==> src/rtl/trackball_pkg.sv <==
// Shared constants and helpers for the trackball quadrature emulator:
// speed codes, the quadrature gray table and a symmetric saturating add.
package trackball_pkg;

    localparam logic [2:0] SPD_X1 = 3'd0;
    localparam logic [2:0] SPD_X2 = 3'd1;
    localparam logic [2:0] SPD_X4 = 3'd2;
    localparam logic [2:0] SPD_Q  = 3'd3;
    localparam logic [2:0] SPD_H  = 3'd4;

    // Working width for accumulator arithmetic; wide enough for any ACC_W <= 29.
    localparam int unsigned SAT_W = 32;

    // {A,B} per phase, phase 0 in the low pair: 0->00, 1->01, 2->11, 3->10.
    localparam logic [7:0] GRAY_TBL = 8'b10_11_01_00;

    function automatic logic [1:0] gray_of(input logic [1:0] phase);
        return GRAY_TBL[{phase, 1'b0} +: 2];
    endfunction

    // acc + add - sub, clamped symmetrically to +/-(2^(acc_w-1)-1).
    function automatic logic signed [SAT_W-1:0] sat_sum(
        input logic signed [SAT_W-1:0] acc,
        input logic signed [SAT_W-1:0] add,
        input logic signed [SAT_W-1:0] sub,
        input int unsigned             acc_w
    );
        logic signed [SAT_W-1:0] lim;
        logic signed [SAT_W-1:0] sum;
        lim = (SAT_W'(1) <<< (acc_w - 1)) - SAT_W'(1);
        sum = acc + add - sub;
        if (sum > lim) begin
            sum = lim;
        end else if (sum < -lim) begin
            sum = -lim;
        end
        return sum;
    endfunction

endpackage

==> src/rtl/trackball_axis.sv <==
// One trackball axis: pending-count accumulator, step timer and output encoder.
// Ports:
//   clk, reset_n      clock, async active-low reset
//   pkt, scaled       packet strobe and its already-scaled delta
//   flip              invert driven direction
//   step_period       a step every step_period+1 cycles while pending
//   out_a, out_b      clk/dir (QUAD=0) or quadrature A/B (QUAD=1)
//   busy              accumulator non-zero
module trackball_axis
    import trackball_pkg::*;
#(
    parameter int unsigned ACC_W = 12,
    parameter int unsigned QUAD  = 0
) (
    input  logic                    clk,
    input  logic                    reset_n,
    input  logic                    pkt,
    input  logic signed [ACC_W-1:0] scaled,
    input  logic                    flip,
    input  logic [15:0]             step_period,
    output logic                    out_a,
    output logic                    out_b,
    output logic                    busy
);

    logic signed [ACC_W-1:0] acc_q, acc_d;
    logic [15:0]             timer_q, timer_d;
    logic [1:0]              phase_q, phase_d;
    logic                    step_q, step_d;
    logic                    out_a_q, out_a_d;
    logic                    out_b_q, out_b_d;
    logic                    busy_q, busy_d;

    logic                    step_c;
    logic                    pos_c;
    logic                    dir_c;
    logic signed [SAT_W-1:0] add_c;
    logic signed [SAT_W-1:0] sub_c;
    logic signed [SAT_W-1:0] sum_c;

    // Next-state: packet and step folded into one saturating update.
    always_comb begin
        pos_c   = ~acc_q[ACC_W-1];
        step_c  = (acc_q != '0) && (timer_q >= step_period);
        dir_c   = pos_c ^ flip;
        add_c   = pkt ? SAT_W'(scaled) : SAT_W'(0);
        sub_c   = step_c ? (pos_c ? SAT_W'(1) : -SAT_W'(1)) : SAT_W'(0);
        sum_c   = sat_sum(SAT_W'(acc_q), add_c, sub_c, ACC_W);
        acc_d   = ACC_W'(sum_c);
        timer_d = ((acc_q == '0) || step_c) ? 16'd0 : timer_q + 16'd1;
        phase_d = phase_q;
        step_d  = step_c;
        out_a_d = out_a_q;
        out_b_d = out_b_q;
        busy_d  = (acc_d != '0);

        if (step_c) begin
            phase_d = dir_c ? 2'(phase_q + 2'd1) : 2'(phase_q - 2'd1);
        end

        if (QUAD != 0) begin
            {out_a_d, out_b_d} = gray_of(phase_q);
        end else begin
            // dir updates in the step cycle; clk toggles one cycle later
            if (step_c) begin
                out_b_d = dir_c;
            end
            out_a_d = out_a_q ^ step_q;
        end
    end

    always_ff @(posedge clk or negedge reset_n) begin
        if (!reset_n) begin
            acc_q   <= '0;
            timer_q <= '0;
            phase_q <= '0;
            step_q  <= 1'b0;
            out_a_q <= 1'b0;
            out_b_q <= 1'b0;
            busy_q  <= 1'b0;
        end else begin
            acc_q   <= acc_d;
            timer_q <= timer_d;
            phase_q <= phase_d;
            step_q  <= step_d;
            out_a_q <= out_a_d;
            out_b_q <= out_b_d;
            busy_q  <= busy_d;
        end
    end

    assign out_a = out_a_q;
    assign out_b = out_b_q;
    assign busy  = busy_q;

endmodule

==> src/rtl/trackball_quad_emu.sv <==
// Multi-axis trackball emulator: turns relative motion packets into step
// pulses (clk/dir or quadrature) at a programmable rate.
// Ports:
//   clk, reset_n   clock, async active-low reset
//   in_toggle      packet strobe, every level change is a packet
//   in_delta       AXES signed DW-bit deltas, axis i at [i*DW +: DW]
//   speed          0:x1 1:x2 2:x4 3:/4 4:/2 others:x1
//   flip           per-axis direction inversion
//   step_period    step spacing minus one
//   out_a, out_b   per-axis clk/dir or A/B
//   busy           per-axis pending counts
module trackball_quad_emu
    import trackball_pkg::*;
#(
    parameter int unsigned AXES  = 2,
    parameter int unsigned DW    = 9,
    parameter int unsigned ACC_W = 12,
    parameter int unsigned QUAD  = 0
) (
    input  logic                 clk,
    input  logic                 reset_n,
    input  logic                 in_toggle,
    input  logic [AXES*DW-1:0]   in_delta,
    input  logic [2:0]           speed,
    input  logic [AXES-1:0]      flip,
    input  logic [15:0]          step_period,
    output logic [AXES-1:0]      out_a,
    output logic [AXES-1:0]      out_b,
    output logic [AXES-1:0]      busy
);

    logic tog_q, tog_d;
    logic pkt_c;

    // Packet detect on any level change of in_toggle.
    always_comb begin
        tog_d = in_toggle;
        pkt_c = (in_toggle != tog_q);
    end

    always_ff @(posedge clk or negedge reset_n) begin
        if (!reset_n) begin
            tog_q <= 1'b0;
        end else begin
            tog_q <= tog_d;
        end
    end

    for (genvar i = 0; i < AXES; i++) begin : g_axis
        logic signed [ACC_W-1:0] raw_c;
        logic signed [ACC_W-1:0] bias_c;
        logic signed [ACC_W-1:0] scaled_c;

        // Speed scaling; right shifts bias negatives so they round toward zero.
        always_comb begin
            raw_c    = ACC_W'($signed(in_delta[i*DW +: DW]));
            bias_c   = '0;
            scaled_c = raw_c;
            case (speed)
                SPD_X1: scaled_c = raw_c;
                SPD_X2: scaled_c = raw_c <<< 1;
                SPD_X4: scaled_c = raw_c <<< 2;
                SPD_Q: begin
                    if (raw_c[ACC_W-1]) begin
                        bias_c = ACC_W'(3);
                    end
                    scaled_c = (raw_c + bias_c) >>> 2;
                end
                SPD_H: begin
                    if (raw_c[ACC_W-1]) begin
                        bias_c = ACC_W'(1);
                    end
                    scaled_c = (raw_c + bias_c) >>> 1;
                end
                default: scaled_c = raw_c;
            endcase
        end

        trackball_axis #(
            .ACC_W (ACC_W),
            .QUAD  (QUAD)
        ) u_axis (
            .clk         (clk),
            .reset_n     (reset_n),
            .pkt         (pkt_c),
            .scaled      (scaled_c),
            .flip        (flip[i]),
            .step_period (step_period),
            .out_a       (out_a[i]),
            .out_b       (out_b[i]),
            .busy        (busy[i])
        );
    end

endmodule

==> config.mk <==
export PLATFORM = sky130hd
export DESIGN_NAME = trackball_quad_emu
export DESIGN_NICKNAME = d
export VERILOG_FILES = /design/src/rtl/trackball_pkg.sv /design/src/rtl/trackball_axis.sv /design/src/rtl/trackball_quad_emu.sv
export SDC_FILE = /design/constraint.sdc
export NUM_CORES = 1
export LEC_CHECK = 0
export ABC_AREA = 1
export CORE_MARGIN = 1
export CORE_UTILIZATION = 45
export CTS_CLUSTER_SIZE = 30
export DETAILED_ROUTE_END_ITERATION = 8
export PLACE_DENSITY = 0.62
export SYNTH_ARGS = -nofsm -noshare
export SYNTH_HDL_FRONTEND = slang
export SYNTH_HIERARCHICAL = 1
export SYNTH_SLANG_ARGS = --single-unit
export TNS_END_PERCENT = 10
==> constraint.sdc <==
create_clock -name clk -period 6.8 [get_ports clk]
set_clock_uncertainty 0.1 [all_clocks]
set_input_delay 1.36 -clock clk [delete_from_list [all_inputs] [get_ports clk]]
set_output_delay 1.36 -clock clk [all_outputs]
set_load 0.01 [all_outputs]
Word-level counts from Yosys, hierarchy flattened
Index checks and enable logic that the tools add are counted.

Register bits after elaboration: 65. Bits in latches: 0. Memory bits (writable): 0. ROM bits: 0. Input bits: 42. Word-level logic and storage cells: 72. Memories kept: 0.

Add/subtract/negate cells: 10. Multiply operators: 0. Div/mod/pow operators: 0. Magnitude comparators: 6. Equality and inequality tests: 5. Shift operators: 0. Mux-type cells: 22. Bitwise logic cells: 6. Reductions and logical operators: 10.

Operators by type and width (number): $mux 32 (6); $mux 12 (8); $pmux 12 s4 (2); $add 12x32->32 (2); $gt 32x12->1 const B (2); $lt 32x12->1 const B (2); $sub 32x32->32 (2); $add 9x12->12 (4); $reduce_bool 12->1 (4); $add 16x1->16 const B (2); $ge 16x16->1 (2); $mux 16 (2); $logic_not 12->1 (2); $eq 3x2->1 const B (2); $mux 2 (2); $xor 1x1->1 (4); $eq 3x1->1 const B (1); $eq 3x3->1 const B (1); $logic_and 1x1->1 (2); $logic_or 1x1->1 (2); $mux 1 (2); $not 1->1 (2); $ne 1x1->1 (1).

Depth between registers and ports, before layout
Word-level depth: 11. Mapped depth: 36. Mapped depth without buffers: 35.

Cells and area by module
The synthesis kept the hierarchy.

Modules (own cells, without submodules): trackball_axis (g_axis[0].u_axis) (times used 1, cells an instance 451, area an instance 3190.6 um^2, seq. area each 800.8 um^2); trackball_axis (g_axis[1].u_axis) (times used 1, cells an instance 432, area an instance 3139.3 um^2, seq. area each 800.8 um^2); trackball_quad_emu (times used 1, cells an instance 278, area an instance 1375.1 um^2, seq. area each 25.0 um^2).

Least setup slack after synthesis
OpenSTA, ideal clock, no wires.

Kind: input-to-reg. Start: input step_period[15]. End: register g_axis[1].u_axis.busy_q. Setup time: 0.125 ns. Arrival time: 6.029 ns. Setup slack: 0.546 ns. Stages on the path: 28. Buffers on the path: 1. Cells stage by stage: inv_1 > ha_1 > nand2_1 > inv_1 > nand3_1 > nor3_1 > nand3_1 > nand3_1 > nand2_1 > nor2_1 > inv_1 > fa_1 > ha_1 > a21oi_1 > o21ai_0 > a21oi_1 > o21ai_0 > fa_1 > nand2_1 > nor4_1 > nand3_1 > nor2_1 > nand2_1 > nand2_2 > buf_6 > nand4_1 > nor2_1 > nand3_1.

Cells in the longest elaborated chain, start to end: 8.

RTL lines: from (decl) (line trackball_quad_emu.sv:26) `input logic [15:0] step_period,`; $ge 16x16->1 * (line trackball_axis.sv:44) `step_c = (acc_q != '0) && (timer_q >= step_period);`; $logic_and 1x1->1 * (line trackball_axis.sv:44); $mux 32 * (line trackball_axis.sv:47) `sub_c = step_c ? (pos_c ? SAT_W'(1) : -SAT_W'(1)) : SAT_W'(0);`; $sub 32x32->32 * (line trackball_pkg.sv:31) `sum = acc + add - sub;`; $lt 32x12->1 (line trackball_pkg.sv:34) `end else if (sum < -lim) begin`; $mux 12 (line trackball_pkg.sv:34); $mux 12 * (line trackball_pkg.sv:32) `if (sum > lim) begin`; $reduce_bool 12->1 * (line trackball_axis.sv:55) `busy_d = (acc_d != '0);`; via g_axis[1].u_axis.busy_d (line trackball_axis.sv:32) `logic busy_q, busy_d;`; to (signal assigned) (line trackball_axis.sv:88) `busy_q <= busy_d;`; to (decl) (line trackball_axis.sv:32).

Mark *: on every way through the listed nets, which the timed path passes. The rest lies on a longest branch. A chain may end at the register's enable or synchronous reset.

Worst setup path after layout
Start: input step_period[1]. End: register g_axis[0].u_axis.busy_q.

Cells in the longest elaborated chain, start to end: 8.

RTL lines (line): $ge 16x16->1 * (trackball_axis.sv:44); $logic_and 1x1->1 * (trackball_axis.sv:44); $mux 32 * (trackball_axis.sv:47); $sub 32x32->32 * (trackball_pkg.sv:31); $lt 32x12->1 (trackball_pkg.sv:34); $mux 12 (trackball_pkg.sv:34); $mux 12 * (trackball_pkg.sv:32); $reduce_bool 12->1 * (trackball_axis.sv:55); via g_axis[0].u_axis.busy_d (trackball_axis.sv:32); to (signal assigned) (trackball_axis.sv:88); to (decl) (trackball_axis.sv:32).

Marked as above.

==> key figures <==
Timing
  – FMAX: 0.158 GHz
  – Final hold vios: 0
  – Setup violators final: 0
  – Final Max Slew Viols: 0
  – Final Cycle Share: 0.933
  – PnR worst setup slack: 0.458 ns
  – RSZ-0062 raised after global routing: no
  – Final setup TNS: 0 ns
  – Final hold slack: 0.342 ns
  – Tmin final: 6.34 ns
  – Least-Margin Pin Slew: 0.833 ns
  – Rel. slew slack: 0.445

Setup path
  – Critical path type: in2reg
  – Cell mode on critical path: nand2_1
  – CP Max Fanout: 10
  – CP max stage delay: 0.51 ns
  – CP Launch Type: input port
  – Critical Path RT: 6.97 ns
  – Critical path arrival: 6.51 ns
  – Setup crit end kind: flop
  – Worst path slowest cell: clkdlybuf4s50_1

Layout
  – Share of layout cells above drive strength 1: 0.0914
  – Final instance area: 8760 sq um
  – ANT cells: 0
  – Layout Area Growth over Synthesis: 13.7%
  – Final Net Count: 1362
  – Final std cells w/o fill: 1445

Global route
  – Routing usage on met2: 0.390
  – Largest net degree at the start of global routing: 66
  – Vias in the first global route: 7065
  – GRT overflow: 0
  – Met3 GRT Util: 0.0249
  – GRT Max-Usage Layer: met2
  – Initial antenna violation count: 0
  – Met1 Use GR: 0.315
  – First-pass GRT wire length: 33.0 mm
  – GRT Util Overall: 0.231

Placement
  – Detailed Place HPWL: 16.0 mm
  – Setup WS pre-CTS: 0.0938 ns
  – Placement Cell Area: 8480 sq um
  – GP Congestion: 0.907
  – Placed cells: 1431
  – # port buffers: 47

Floorplanning
  – Die Ht: 133 microns
  – Die footprint: 17600 sq um
  – Top Ports: 48
  – Die width: 133 microns
  – Core Region: 16600 sq um
  – Starting Density: 0.463
  – Num rows: 47

Synthesis
  – Average size of a mapped cell: 6.64 sq um
  – Post-synth top cells: nand2_1, inv_1, nand3_1
  – Largest family of logic cells by synthesized area: simple AND/OR/NAND/NOR gates
  – Syn_nets: 1301
  – Distinct cells, synth: 46
  – Fraction of synthesized area in multiplexers: 0
  – Dominant synthesized flop cell: dfrtp_1
  – Number of synthesized register bits: 65
  – Cell taking the most area after synthesis: dfrtp_1
  – Number of flops mapped to enable cells by yosys: 0
  – Post-Synth XOR/XNOR Area: 0.0123
  – Yosys top cell area share: 0.211
  – Synth Area in Simple Gates: 0.378
  – Post-Synth Adder-Cell Area: 0.188
  – Mapped cell area: 7700 sq um
  – Register area share after synthesis: 0.211
  – Mapped Cells: 1161
  – Count leader, synth: nand2_1
  – Async set-reset flop share out of synthesis: 1.00
  – Synth Area in Compound Gates: 0.0765
  – Synth warn: 6
  – Top post-synthesis cells by area: dfrtp_1, nand2_1, inv_1

CTS
  – Post-cts sizing count: 0
  – TritonCTS Buffers: 9
  – Root buffer selected by CTS: clkbuf_16
  – CTS Sinks: 65
  – Postcts setup bufs: 0
  – H-tree lvl count: 3
  – Clk pin slew, worst setup/hold paths: 0.06 ns
  – Clock Tree Buf Depth: 2
  – Clk_lat worst skew: 0.33 ns
  – CTS Hold Bufs: 0
  – CTS tree: yes

Status
  – Outcome: finished, final reports clean

Route
  – DR WL/cell: 13.4 microns
  – # DRC: 0
  – ANT nets after route: 0
  – Detailed Routing Iterations Pass 1: 5
  – Initial DRC Count: 414
  – Vias: 7238
  – Via/cell ratio: 5.01
  – Total Wirelength: 19.3 mm

Job
  – Max-cap violations: 0

Power
  – Static Leak: 4.69 nW
  – Worst VDD drop: 0.000381 V
  – Cell Pwr Density: 452 nW/um^2

Hold path
  – Worst min path class: reg2reg
==> logic make-up (layout without fill, tap and decap cells) <==
kind of cell             after synthesis  in the layout
AO/OA/AOI/OAI                        106            106
adder cells (fa/ha/maj)               98             98
AND/OR/NAND/NOR                      621            621
buffers and inverters                261            325
flip-flops                            65             65
XOR/XNOR                              10             10
==> stage by stage <==
step	util	power [mW]
4_1_cts	0.526	3.96
5_1_grt	0.527	4.46
3_3_place_gp	0.510	3.50
3_5_place_dp	0.510	3.51
6_report	0.527	3.96
2_1_floorplan	-	2.86
==> worst max-delay path: cells and delay by family <==
kind,cells,cell delay (ns)
buffers and inverters,6,0.93
AOI/OAI and AO/OA,5,0.76
and+or+nand+nor,17,1.74
adders and majority gates,4,1.70
==> final cells by class <==
cell class	count	area (sq um)
Inverter	246	923
Clock buffer	11	253
Timing Repair Buffer	65	601
Multi-Input combinational cell	835	5070
Fill cell	1691	7880
Tap cell	220	275
Clock inverter	3	17.5
Sequential cell	65	1630
==> path summary, 6_finish.rpt <==
check	start	slack (ns)	end	cells past startpoint
hold / removal	g_axis[0].u_axis/step_q	0.34	g_axis[0].u_axis/out_a	1
hold reg to reg	g_axis[0].u_axis/step_q	0.34	g_axis[0].u_axis/out_a	1
setup / recovery	step_period[1]	0.46	g_axis[0].u_axis/busy	32
setup reg to reg	g_axis[0].u_axis/timer_q[13]	1.61	g_axis[0].u_axis/busy	28
min in group asynchronous	reset_n	1.09	g_axis[1].u_axis/timer_q[0]	2
max in group asynchronous	reset_n	4.93	g_axis[1].u_axis/acc_q[2]	2
==> flip-flops by register name (all words and copies together), names as in the netlist <==
| signal | cells |
|---|---|
| g_axis.u_axis/busy | 2 |
| g_axis.u_axis/step_q | 2 |
| g_axis.u_axis/out_b | 2 |
| g_axis.u_axis/timer_q | 32 |
| g_axis.u_axis/out_a | 2 |
| g_axis.u_axis/acc_q | 24 |
| tog_q | 1 |
==> report_power, final <==
part / total [mW] / internal, mW / switching (mW)
clock: 0.424 / 0.261 / 0.163
sequential: 0.616 / 0.515 / 0.101
combinational: 2.92 / 1.06 / 1.86
total: 3.96 / 1.83 / 2.13
==> cells in the final DEF, fill, tap and decap left out, types with 4 or more instances in the layout <==
cell / n
o211ai_1: 5
nand2_4: 4
o21ai_1: 7
inv_2: 14
ha_1: 68
nand3_1: 97
a21oi_2: 5
dfrtp_1: 65
nand2_1: 320
xor2_1: 8
nor2_1: 70
and3_1: 4
nor3_2: 5
clkbuf_16: 9
nand3_2: 11
nor3_1: 11
nor2_4: 4
clkdlybuf4s50_1: 46
nand4_1: 36
o22ai_1: 8
o21ai_0: 30
nor3b_1: 12
fa_1: 30
nand2_2: 20
buf_4: 18
inv_1: 232
nor2_2: 8
a21oi_1: 44
nor4_1: 10
==> per-layer routing <==
| metal | share of wire | vias to the layer above |
|---|---|---|
| met5 | 0 | - |
| met4 | 0.013 | 0 |
| met3 | 0.037 | 19 |
| met2 | 0.47 | 145 |
| met1 | 0.48 | 3275 |
| li1 | - | 3799 |
No activity file was read; power rests on OpenSTA's default activity.
